$ cat config.mk
export PLATFORM = sky130hd
export DESIGN_NAME = lsb_mem_port
export DESIGN_NICKNAME = d
export VERILOG_FILES = /design/src/rtl/lsb_mem_port.sv
export SDC_FILE = /design/constraint.sdc
export NUM_CORES = 1
export LEC_CHECK = 0
export BUFFER_PORTS_ARGS = -buffer_cell sky130_fd_sc_hd__buf_4
export CORE_ASPECT_RATIO = 1.1
export CORE_MARGIN = 2
export CORE_UTILIZATION = 63
export DETAILED_ROUTE_END_ITERATION = 7
export MAX_ROUTING_LAYER = met4
export PLACE_DENSITY_LB_ADDON = 0.05
export SETUP_SLACK_MARGIN = 0.02
export SLEW_MARGIN = 10
export SYNTH_ARGS = -nofsm -noshare
export SYNTH_HDL_FRONTEND = slang
export SYNTH_SLANG_ARGS = --single-unit
$ cat constraint.sdc
create_clock -name clk -period 9.5 [get_ports clk]
set_clock_uncertainty 0.2 [all_clocks]
set_input_delay 1.425 -clock clk [delete_from_list [all_inputs] [get_ports clk]]
set_output_delay 1.425 -clock clk [all_outputs]
set_load 0.05 [all_outputs]
$ cat src/rtl/lsb_mem_port.sv
// In-order load/store queue feeding a req/gnt/rvalid data-memory port and reporting completions to the ROB.
// Optional define LSB_MISALIGN_TRAP_EN adds result_trap and traps misaligned halfword/word accesses.
module lsb_mem_port #(
    parameter int DEPTH = 4,
    parameter int ROB_W = 3
) (
    input  logic             clk,
    input  logic             rst,
    input  logic [31:0]      addr,
    input  logic [4:0]       op,
    input  logic [ROB_W-1:0] rob_number,
    input  logic [31:0]      ls_value,
    input  logic             flush,
    input  logic             commit_valid,
    input  logic [ROB_W-1:0] commit_rob,
    output logic             buf_full,
    output logic             overflow,
    output logic             mem_req,
    output logic             mem_we,
    output logic [31:0]      mem_addr,
    output logic [31:0]      mem_wdata,
    output logic [3:0]       mem_wstrb,
    input  logic             mem_gnt,
    input  logic             mem_rvalid,
    input  logic [31:0]      mem_rdata,
    output logic             result_valid,
    output logic [ROB_W-1:0] result_rob,
    output logic [31:0]      result_value
`ifdef LSB_MISALIGN_TRAP_EN
   ,output logic             result_trap
`endif
);

    localparam int PTR_W = $clog2(DEPTH);
    localparam int CNT_W = PTR_W + 1;

    typedef enum logic [2:0] {
        S_IDLE,
        S_REQ,
        S_WAIT,
        S_RESP,
        S_DRAIN
    } state_t;

    state_t state;

    logic [31:0]      e_addr [DEPTH];
    logic [4:0]       e_op   [DEPTH];
    logic [ROB_W-1:0] e_rob  [DEPTH];
    logic [31:0]      e_val  [DEPTH];
    logic [DEPTH-1:0] e_vld;
    logic [DEPTH-1:0] e_cm;

    logic [PTR_W-1:0] head, tail;
    logic [CNT_W-1:0] count;

    logic             in_ok, push, pop;
    logic [31:0]      h_addr, h_val;
    logic [4:0]       h_op;
    logic [ROB_W-1:0] h_rob;
    logic             h_vld, h_cm, h_store;
    logic [31:0]      st_wdata;
    logic [3:0]       st_wstrb;
    logic [31:0]      ld_ext;
    logic [31:0]      ld_data;
    logic [31:0]      rd_shift;
    logic [15:0]      rd_half;

`ifdef LSB_MISALIGN_TRAP_EN
    logic             h_mis;
    logic             trap_pend;
`endif

    function automatic logic op_is_valid(input logic [4:0] o);
        case (o)
            5'd0, 5'd1, 5'd2, 5'd3, 5'd4, 5'd8, 5'd9, 5'd10: return 1'b1;
            default:                                         return 1'b0;
        endcase
    endfunction

    // A full FIFO still accepts a push when the head retires on the same edge.
    always_comb begin
        in_ok = op_is_valid(op);
        pop   = (state == S_RESP) && !flush;
        push  = in_ok && !flush && ((count < CNT_W'(DEPTH)) || pop);
    end

    assign buf_full = (count == CNT_W'(DEPTH));

    always_comb begin
        h_addr  = e_addr[head];
        h_val   = e_val[head];
        h_op    = e_op[head];
        h_rob   = e_rob[head];
        h_vld   = e_vld[head];
        h_cm    = e_cm[head];
        h_store = h_op[3];
    end

    always_comb begin
        st_wdata = h_val;
        st_wstrb = 4'b1111;
        case (h_op)
            5'd8: begin
                st_wdata = {4{h_val[7:0]}};
                st_wstrb = 4'b0001 << h_addr[1:0];
            end
            5'd9: begin
                st_wdata = {2{h_val[15:0]}};
                st_wstrb = h_addr[1] ? 4'b1100 : 4'b0011;
            end
            default: begin
                st_wdata = h_val;
                st_wstrb = 4'b1111;
            end
        endcase
    end

    always_comb begin
        rd_shift = mem_rdata >> {h_addr[1:0], 3'b000};
        rd_half  = h_addr[1] ? mem_rdata[31:16] : mem_rdata[15:0];
        case (h_op)
            5'd0:    ld_ext = {{24{rd_shift[7]}}, rd_shift[7:0]};
            5'd1:    ld_ext = {{16{rd_half[15]}}, rd_half};
            5'd3:    ld_ext = {24'd0, rd_shift[7:0]};
            5'd4:    ld_ext = {16'd0, rd_half};
            default: ld_ext = mem_rdata;
        endcase
    end

`ifdef LSB_MISALIGN_TRAP_EN
    always_comb begin
        case (h_op)
            5'd1, 5'd4, 5'd9: h_mis = h_addr[0];
            5'd2, 5'd10:      h_mis = (h_addr[1:0] != 2'b00);
            default:          h_mis = 1'b0;
        endcase
    end
`endif

    always_ff @(posedge clk) begin
        if (push) begin
            e_addr[tail] <= addr;
            e_op[tail]   <= op;
            e_rob[tail]  <= rob_number;
            e_val[tail]  <= ls_value;
        end
    end

    // Pop clears the head slot first so a same-edge push into that slot wins.
    always_ff @(posedge clk or negedge rst) begin
        if (!rst) begin
            head     <= '0;
            tail     <= '0;
            count    <= '0;
            e_vld    <= '0;
            e_cm     <= '0;
            overflow <= 1'b0;
        end else begin
            if (in_ok && !flush && !push)
                overflow <= 1'b1;
            if (flush) begin
                head  <= '0;
                tail  <= '0;
                count <= '0;
                e_vld <= '0;
                e_cm  <= '0;
            end else begin
                for (int unsigned i = 0; i < DEPTH; i++) begin
                    if (commit_valid && e_vld[i] && e_op[i][3] && (e_rob[i] == commit_rob))
                        e_cm[i] <= 1'b1;
                end
                if (pop) begin
                    e_vld[head] <= 1'b0;
                    e_cm[head]  <= 1'b0;
                    head        <= head + 1'b1;
                end
                if (push) begin
                    e_vld[tail] <= 1'b1;
                    e_cm[tail]  <= op[3] && commit_valid && (rob_number == commit_rob);
                    tail        <= tail + 1'b1;
                end
                count <= count + CNT_W'(push) - CNT_W'(pop);
            end
        end
    end

    always_ff @(posedge clk or negedge rst) begin
        if (!rst) begin
            state        <= S_IDLE;
            mem_req      <= 1'b0;
            mem_we       <= 1'b0;
            mem_addr     <= '0;
            mem_wdata    <= '0;
            mem_wstrb    <= '0;
            ld_data      <= '0;
            result_valid <= 1'b0;
            result_rob   <= '0;
            result_value <= '0;
`ifdef LSB_MISALIGN_TRAP_EN
            result_trap  <= 1'b0;
            trap_pend    <= 1'b0;
`endif
        end else begin
            result_valid <= 1'b0;
`ifdef LSB_MISALIGN_TRAP_EN
            result_trap  <= 1'b0;
`endif
            if (flush) begin
                mem_req <= 1'b0;
`ifdef LSB_MISALIGN_TRAP_EN
                trap_pend <= 1'b0;
`endif
                // A load already granted still owes one rvalid that must be swallowed.
                case (state)
                    S_REQ:   state <= (mem_gnt && !mem_we) ? S_DRAIN : S_IDLE;
                    S_WAIT:  state <= mem_rvalid ? S_IDLE : S_DRAIN;
                    S_DRAIN: state <= mem_rvalid ? S_IDLE : S_DRAIN;
                    default: state <= S_IDLE;
                endcase
            end else begin
                case (state)
                    S_IDLE: begin
`ifdef LSB_MISALIGN_TRAP_EN
                        if (h_vld && h_mis) begin
                            trap_pend <= 1'b1;
                            state     <= S_RESP;
                        end else
`endif
                        if (h_vld && (!h_store || h_cm)) begin
                            mem_req   <= 1'b1;
                            mem_we    <= h_store;
                            mem_addr  <= {h_addr[31:2], 2'b00};
                            mem_wdata <= h_store ? st_wdata : '0;
                            mem_wstrb <= h_store ? st_wstrb : '0;
                            state     <= S_REQ;
                        end
                    end
                    S_REQ: begin
                        if (mem_gnt) begin
                            mem_req <= 1'b0;
                            if (mem_we) begin
                                ld_data <= '0;
                                state   <= S_RESP;
                            end else begin
                                state <= S_WAIT;
                            end
                        end
                    end
                    S_WAIT: begin
                        if (mem_rvalid) begin
                            ld_data <= ld_ext;
                            state   <= S_RESP;
                        end
                    end
                    S_RESP: begin
                        result_valid <= 1'b1;
                        result_rob   <= h_rob;
`ifdef LSB_MISALIGN_TRAP_EN
                        result_value <= trap_pend ? h_addr : ld_data;
                        result_trap  <= trap_pend;
                        trap_pend    <= 1'b0;
`else
                        result_value <= ld_data;
`endif
                        state <= S_IDLE;
                    end
                    S_DRAIN: begin
                        if (mem_rvalid)
                            state <= S_IDLE;
                    end
                    default: state <= S_IDLE;
                endcase
            end
        end
    end

endmodule

==> reports/metrics.cfg, run 1 <==
[route]
drtPass1Iterations = 6
drt_first_iter_violations = 903
detail_route.wl_per_cell_um = 23.7
postRouteAntennaNets = 0
drt-vias-per-instance = 6.09
via_count = 10400
post-route-drc-count = 0
wirelength_mm = 40.2

[critical_path]
critPathKind = register to register
worstPathCellList = buf_4 > mux4_2 > a211o_1 > nor2_2 > nor2_1 > a221o_1
category_of_cells_accounting_for_the_largest_share_of_critical_path_delay = simple AND/OR/NAND/NOR gates
critPathRequiredTime_ps = 9710
timing.rr.end = ld_data[31]
worst_path_maximum_fanout = 63
cp.buffers_inverters = 1
r2r-start = head[1]
cp-start-kind = register
critPathCaptureType = register
r2r_cells = 6
reg2reg_slack_ps = 5190
crit_path_max_incr_delay_ps = 790
cell_with_the_biggest_individual_delay_on_the_critical_path = sky130_fd_sc_hd__buf_4
cp.arrival_ps = 4520

[power]
clock_power_share_pct = 34.0
total_switching_power_w = 0.00135
pwr-share-seq_pct = 48.5
report.power.total_w = 0.00477
internal_pwr_total_w = 0.00342
p_per_area_nw_per_um2 = 221
combPwrFrac_pct = 17.5
static-leakage-power_nw = 8.35
sw_frac_of_total_pct = 28.2
vdd_ir_drop_max_mv = 0.215

[clock_network]
cts_post_setup_buffers_inserted = 0
cts.repair.resized = 0
ctsHoldBuffers = 0
number_of_buffers_created_by_cts = 44
cts-htree-levels = 2
clock_latency_ps = 550
clk_root_buffer_cell = sky130_fd_sc_hd__clkbuf_16
clock_tree.buffer_depth = 3
path_clk_slew_ps = 60
numClockSinks = 443
tritoncts_clock_tree = yes

[floorplan]
fp.dieH_um = 183
fp.dieW_um = 166
floorplan.io_pins = 221
die_area_um2 = 30400
design.core.area_um2 = 28600
initial_core_util_pct = 63.9
core.rowCount = 65

[worst_hold_path]
worst_hold_startpoint = ld_data[6]
hold_end = ld_data[6]
holdCritPathClass = register to register
hold-path-cell-count = 2

[finish]
area.sequential_um2 = 12500
layout.cells.most_common = sky130_fd_sc_hd__edfxtp_1
layout-drive-gt1-share_pct = 36.1
num-fill-cells = 1740
num-nets-final = 1420
multi_input_area_um2 = 5400
layout_common_cells = sky130_fd_sc_hd__edfxtp_1, sky130_fd_sc_hd__buf_4, sky130_fd_sc_hd__dfrtp_1
area_growth_syn_to_layout_pct = 18.0

[placed_design]
gpl.final_weighted_congestion = 0.831
port-buffer-count = 218
place.detailed.hpwl_mm = 24.8
place_worst_setup_slack_ps = 4970

[timing]
timing_worst_slew_pin_value_ps = 1110
number_of_setup_violations_in_the_final_report = 0
post-route-period-util_pct = 45.3
rsz0062_at_grt = no
timing.final.hold_violations = 0
maxSlewViolCount = 0
timing.final.ws_setup_ps = 5190
fmax_mhz = 232
timing.slew.headroom_pct = 25.5
final.setup.tns_ps = 0
period_needed_ps = 4310

[run]
drv_cap = 0

[grt]
grt_remaining_overflow = 0
grt_usage_pct = 27.6
number_of_antenna_violations_at_the_first_check_in_global_routing = 1
grt_start_max_net_pins = 84
first_global_vias = 11100
first_pass_grt_wire_length_mm = 62.5

[outcome]
status = completed

[yosys]
synth-async-reset-ratio_pct = 35.0
synthCells = 1087
syn_area_um2 = 18300
yosysWarnings = 0
postSynthAreaPerCell_um2 = 16.8
synth_sequential_area_ratio_pct = 68.5
dominant_cells_by_area_after_synthesis = sky130_fd_sc_hd__edfxtp_1, sky130_fd_sc_hd__dfrtp_1, sky130_fd_sc_hd__mux4_2
yosysTopAreaCellShare_pct = 47.3
postSynth.topFlopCell = sky130_fd_sc_hd__edfxtp_1
postSynthRegisterBits = 443
synth-edff-count = 288
synth_cell_type_count = 58
yosysTopAreaCell = sky130_fd_sc_hd__edfxtp_1

## sequential cells by signal, indices dropped and copies added, names as in the netlist, 12 cells and up
| signal | count |
|---|---|
| e_addr | 128 |
| e_val | 128 |
| ld_data | 32 |
| mem_wdata | 32 |
| result_value | 32 |
| mem_addr | 30 |
| e_op | 20 |
| e_rob | 12 |
## kinds of logic after synthesis
family	after synthesis	share of synthesized area, %
other	1	0.0205
DFF	443	68.5
and+or+nand+nor	149	3.89
adders and majority gates	11	0.794
AOI/OAI and AO/OA	145	5.57
xor gates and xnor gates	20	0.958
muxes	224	18.0
buffers and inverters	94	2.24
## power groups by stage
stage | sequential [W] | combinational [W] | clock, W
6_report | 0.00231 | 0.000834 | 0.00162
5_1_grt | 0.00233 | 0.000879 | 0.00173
4_1_cts | 0.00231 | 0.000840 | 0.00165
3_5_place_dp | 0.00235 | 0.000837 | 0
3_3_place_gp | 0.00234 | 0.000824 | 0
2_1_floorplan | 0.00266 | 0.000201 | 0
## through the flow
stage	hold slack, ps	util, %	cells	cell area, µm²
floorplan	244	-	1088	18300
global placement	261	70.6	1618	20200
detailed placement	266	70.6	1618	20200
finish	277	75.4	1700	21600
CTS	279	75.4	1699	21600
global route	313	75.4	1700	21600
## synth_stat cells (all sizes together) (2+ instances only)
cell type  count
a211oi         9
a21oi         25
a221o         20
a221oi         7
a22oi         13
a32oi          2
and2           8
and3           4
buf           33
clkbuf        34
dfrtp        155
edfxtp       288
ha            10
inv           27
mux2         101
mux2i         49
mux4          74
nand2         49
nand3         10
nand3b         2
nor2          47
nor2b          7
nor3           3
nor3b          4
nor4           5
o211ai         8
o21a           2
o21ai         41
o21bai         2
o2bb2ai        5
o31ai          4
or2            3
xnor2          5
xor2          15
## per-layer routing
metal  vias up  routed length, µm  global-route usage [%]
met5         -                  0                       -
met2       374              20500                    45.4
li1       4624                  -                       -
met1      5282              15700                    34.7
met4         0               1050                    7.83
met3        79               3030                    6.83
## worst register-to-register path: cells and delay by family, from the launching register on
kind / cells / cell delay [ps]
AND/OR/NAND/NOR: 2 / 1000
AO/OA/AOI/OAI: 2 / 890
buffers and inverters: 1 / 800
multiplexers: 1 / 720
flip-flops: 1 / 590
## area by class of cell
cell class              instances  area share (%)
flip-flops and latches        443            58.1
inverters                      27           0.470
multi-input cells             551            25.0
diodes                          1          0.0116
repair buffers                229            7.99
well taps                     368            2.13
clock buffers                  64            5.64
clock inverters                17           0.626
## worst max path at each step
stage	start	slack [ps]	depth (start not counted)	end
6_report	head[1]	5190	6	ld_data[31]
2_1_floorplan	flush	4430	7	e_addr[0][0]
3_3_place_gp	op[1]	4990	6	e_addr[2][11]
5_1_grt	head[1]	5010	6	ld_data[22]
4_1_cts	head[1]	5240	6	ld_data[26]
3_5_place_dp	op[1]	4970	6	e_val[2][30]
No activity file was read; power rests on OpenSTA's default activity.
==> run 2: changes to the inputs <==
ABC_AREA = 1   (was default)
CORE_UTILIZATION = 53   (was 63)
clock period = 3.87 ns   (was 9.5 ns; I/O delays follow)
==> run 2 against run 1 <==
Fmax rose by 32%. Sequential power increased by 140%. Critical path depth up 5.
==> reports/metrics.cfg, run 2 <==
[outcome]
status = completed

[yosys]
yosysTopAreaCell = sky130_fd_sc_hd__edfxtp_1
synth-edff-count = 288
yosysWarnings = 0
postSynth.topFlopCell = sky130_fd_sc_hd__edfxtp_1
postSynthRegisterBits = 443
synth-async-reset-ratio_pct = 35.0
synth_cell_type_count = 44
postSynthAreaPerCell_um2 = 10.5
synth_sequential_area_ratio_pct = 66.9
syn_area_um2 = 18700
yosysMostFrequentCell = sky130_fd_sc_hd__nand2_1
synthTopCellsByCount = sky130_fd_sc_hd__nand2_1, sky130_fd_sc_hd__edfxtp_1, sky130_fd_sc_hd__nor2_1, sky130_fd_sc_hd__o21ai_0, sky130_fd_sc_hd__dfrtp_1
yosysTopAreaCellShare_pct = 46.2
synthCells = 1784
dominant_cells_by_area_after_synthesis = sky130_fd_sc_hd__edfxtp_1, sky130_fd_sc_hd__dfrtp_1, sky130_fd_sc_hd__nand2_1

[critical_path]
r2r-start = head[0]
cp-start-kind = register
critPathKind = register to register
r2r_cells = 11
critPathCaptureType = register
worst_path_maximum_fanout = 158
critPathRequiredTime_ps = 4100
cp.arrival_ps = 3480
critPathLaunch = head[0]

[power]
static-leakage-power_nw = 9.66
p_per_area_nw_per_um2 = 562
report.power.total_w = 0.0126
vdd_ir_drop_max_mv = 0.508

[clock_network]
cts_post_setup_buffers_inserted = 0
tritoncts_clock_tree = yes
path_clk_slew_ps = 60
cts-htree-levels = 2
numClockSinks = 443
clock_latency_ps = 560
clock_tree.buffer_depth = 3
number_of_buffers_created_by_cts = 45
clk_root_buffer_cell = sky130_fd_sc_hd__clkbuf_16

[timing]
timing_worst_slew_pin_value_ps = 834
maxSlewViolCount = 0
period_needed_ps = 3260
post-route-period-util_pct = 84.1
timing.final.hold_violations = 0
fmax_mhz = 307
rsz0062_at_grt = no
number_of_setup_violations_in_the_final_report = 0
timing.slew.headroom_pct = 44.1

[floorplan]
fp.dieH_um = 201
floorplan.io_pins = 221
design.core.area_um2 = 35000
die_area_um2 = 36800
initial_core_util_pct = 53.5
core.rowCount = 72
fp.dieW_um = 183

[placed_design]
port-buffer-count = 218
place.detailed.hpwl_mm = 27.9
placedInstanceArea_um2 = 20800
gpl.final_weighted_congestion = 0.867

[worst_hold_path]
worst_hold_startpoint = addr[27]
holdCritPathClass = primary input to register
hold-path-cell-count = 1

[route]
drt-vias-per-instance = 5.45
wirelength_mm = 45.7
drt_first_iter_violations = 1109
postRouteAntennaNets = 0
via_count = 13500
post-route-drc-count = 0
drtPass1Iterations = 5
detail_route.wl_per_cell_um = 18.4

[finish]
area_growth_syn_to_layout_pct = 19.7
finalInstanceArea_um2 = 22400
num-nets-final = 2118
layout-drive-gt1-share_pct = 18.5
layout.cells.most_common = sky130_fd_sc_hd__nand2_1
layout_common_cells = sky130_fd_sc_hd__nand2_1, sky130_fd_sc_hd__edfxtp_1, sky130_fd_sc_hd__buf_4
largestRegisters = e_addr (128), e_val (128)

[grt]
first_global_vias = 13200
grt_usage_pct = 25.9
grt_start_max_net_pins = 159
number_of_antenna_violations_at_the_first_check_in_global_routing = 3
grt_remaining_overflow = 0
first_pass_grt_wire_length_mm = 72.5

[run]
drv_cap = 0

run 2: layout make-up:
| cell class | count | area [µm²] |
|---|---|---|
| Tap cell | 444 | 556 |
| Multi-Input combinational cell | 1166 | 5430 |
| Timing Repair Buffer | 261 | 2100 |
| Clock inverter | 20 | 193 |
| Sequential cell | 443 | 12500 |
| Inverter | 77 | 293 |
| Antenna cell | 3 | 7.51 |
| Clock buffer | 63 | 1300 |
| Fill cell | 2850 | 12500 |
run 2: timing repair:
item	CTS	global route
hold buffers	15	0
hold endpoints to repair	122	0
gates resized for setup	0	0
setup endpoints to repair	0	0
run 2: stage by stage:
step | instances | util, % | setup WS, ps | hold slack (ps) | TNS, ps
after floorplan | 1785 | - | -1100 | 84.9 | -234240
final | 2477 | 64.1 | 615 | 23.3 | 0
after global placement | 2376 | 59.4 | 666 | 250 | 0
after CTS | 2474 | 64.1 | 568 | 0.580 | 0
after detailed placement | 2376 | 59.4 | 619 | 250 | 0
after global routing | 2477 | 64.1 | 351 | 0.0900 | 0
run 2: routing by layer:
layer  track usage [%]  share of wire, %  wire [µm]  vias up
met3              4.69               6.5       2980       95
met2              40.6                48      21800      417
met1              34.6                43      19600     6541
li1                  -                 -          -     6447
met4              8.31               2.9       1320        0
met5                 -                 0          0        -
run 2: logic make-up after synthesis:
logic type	count (synthesis)	share of synthesized area [%]
compound gates	278	8.60
other cells	1	0.0200
simple gates	862	18.9
xor+xnor	13	0.608
fa+ha+maj	11	0.775
flops	443	66.9
buf+inv	176	4.18
run 2: worst paths after layout:
check,endpoint,slack (ps)
setup / recovery,mem_wdata[16],610
hold / removal,e_addr[3][27],20
setup reg to reg,mem_wdata[16],610
hold reg to reg,result_value[20],260
max in group asynchronous,mem_wdata[3],2270
min in group asynchronous,result_value[18],450
run 2: report_power, final:
| part | total [W] | switching [W] | internal, W | leakage [nW] |
|---|---|---|---|---|
| Sequential | 0.00565 | 0.000225 | 0.00543 | 4.71 |
| Combinational | 0.00260 | 0.00187 | 0.000737 | 4.22 |
| Clock | 0.00433 | 0.00178 | 0.00255 | 0.735 |
| Total | 0.0126 | 0.00387 | 0.00871 | 9.66 |
run 2: critical path: stages, from the launching register on:
cell and delay [ps]:
sky130_fd_sc_hd__dfrtp_4 440, sky130_fd_sc_hd__buf_12 450, sky130_fd_sc_hd__nand2_1 150, sky130_fd_sc_hd__nand2_1 110, sky130_fd_sc_hd__nand2_1 60, sky130_fd_sc_hd__nand2_2 140, sky130_fd_sc_hd__nand3_1 110, sky130_fd_sc_hd__nand4_1 100
sky130_fd_sc_hd__buf_4 200, sky130_fd_sc_hd__clkinv_1 680, sky130_fd_sc_hd__nand3_1 350, sky130_fd_sc_hd__nand2_1 90
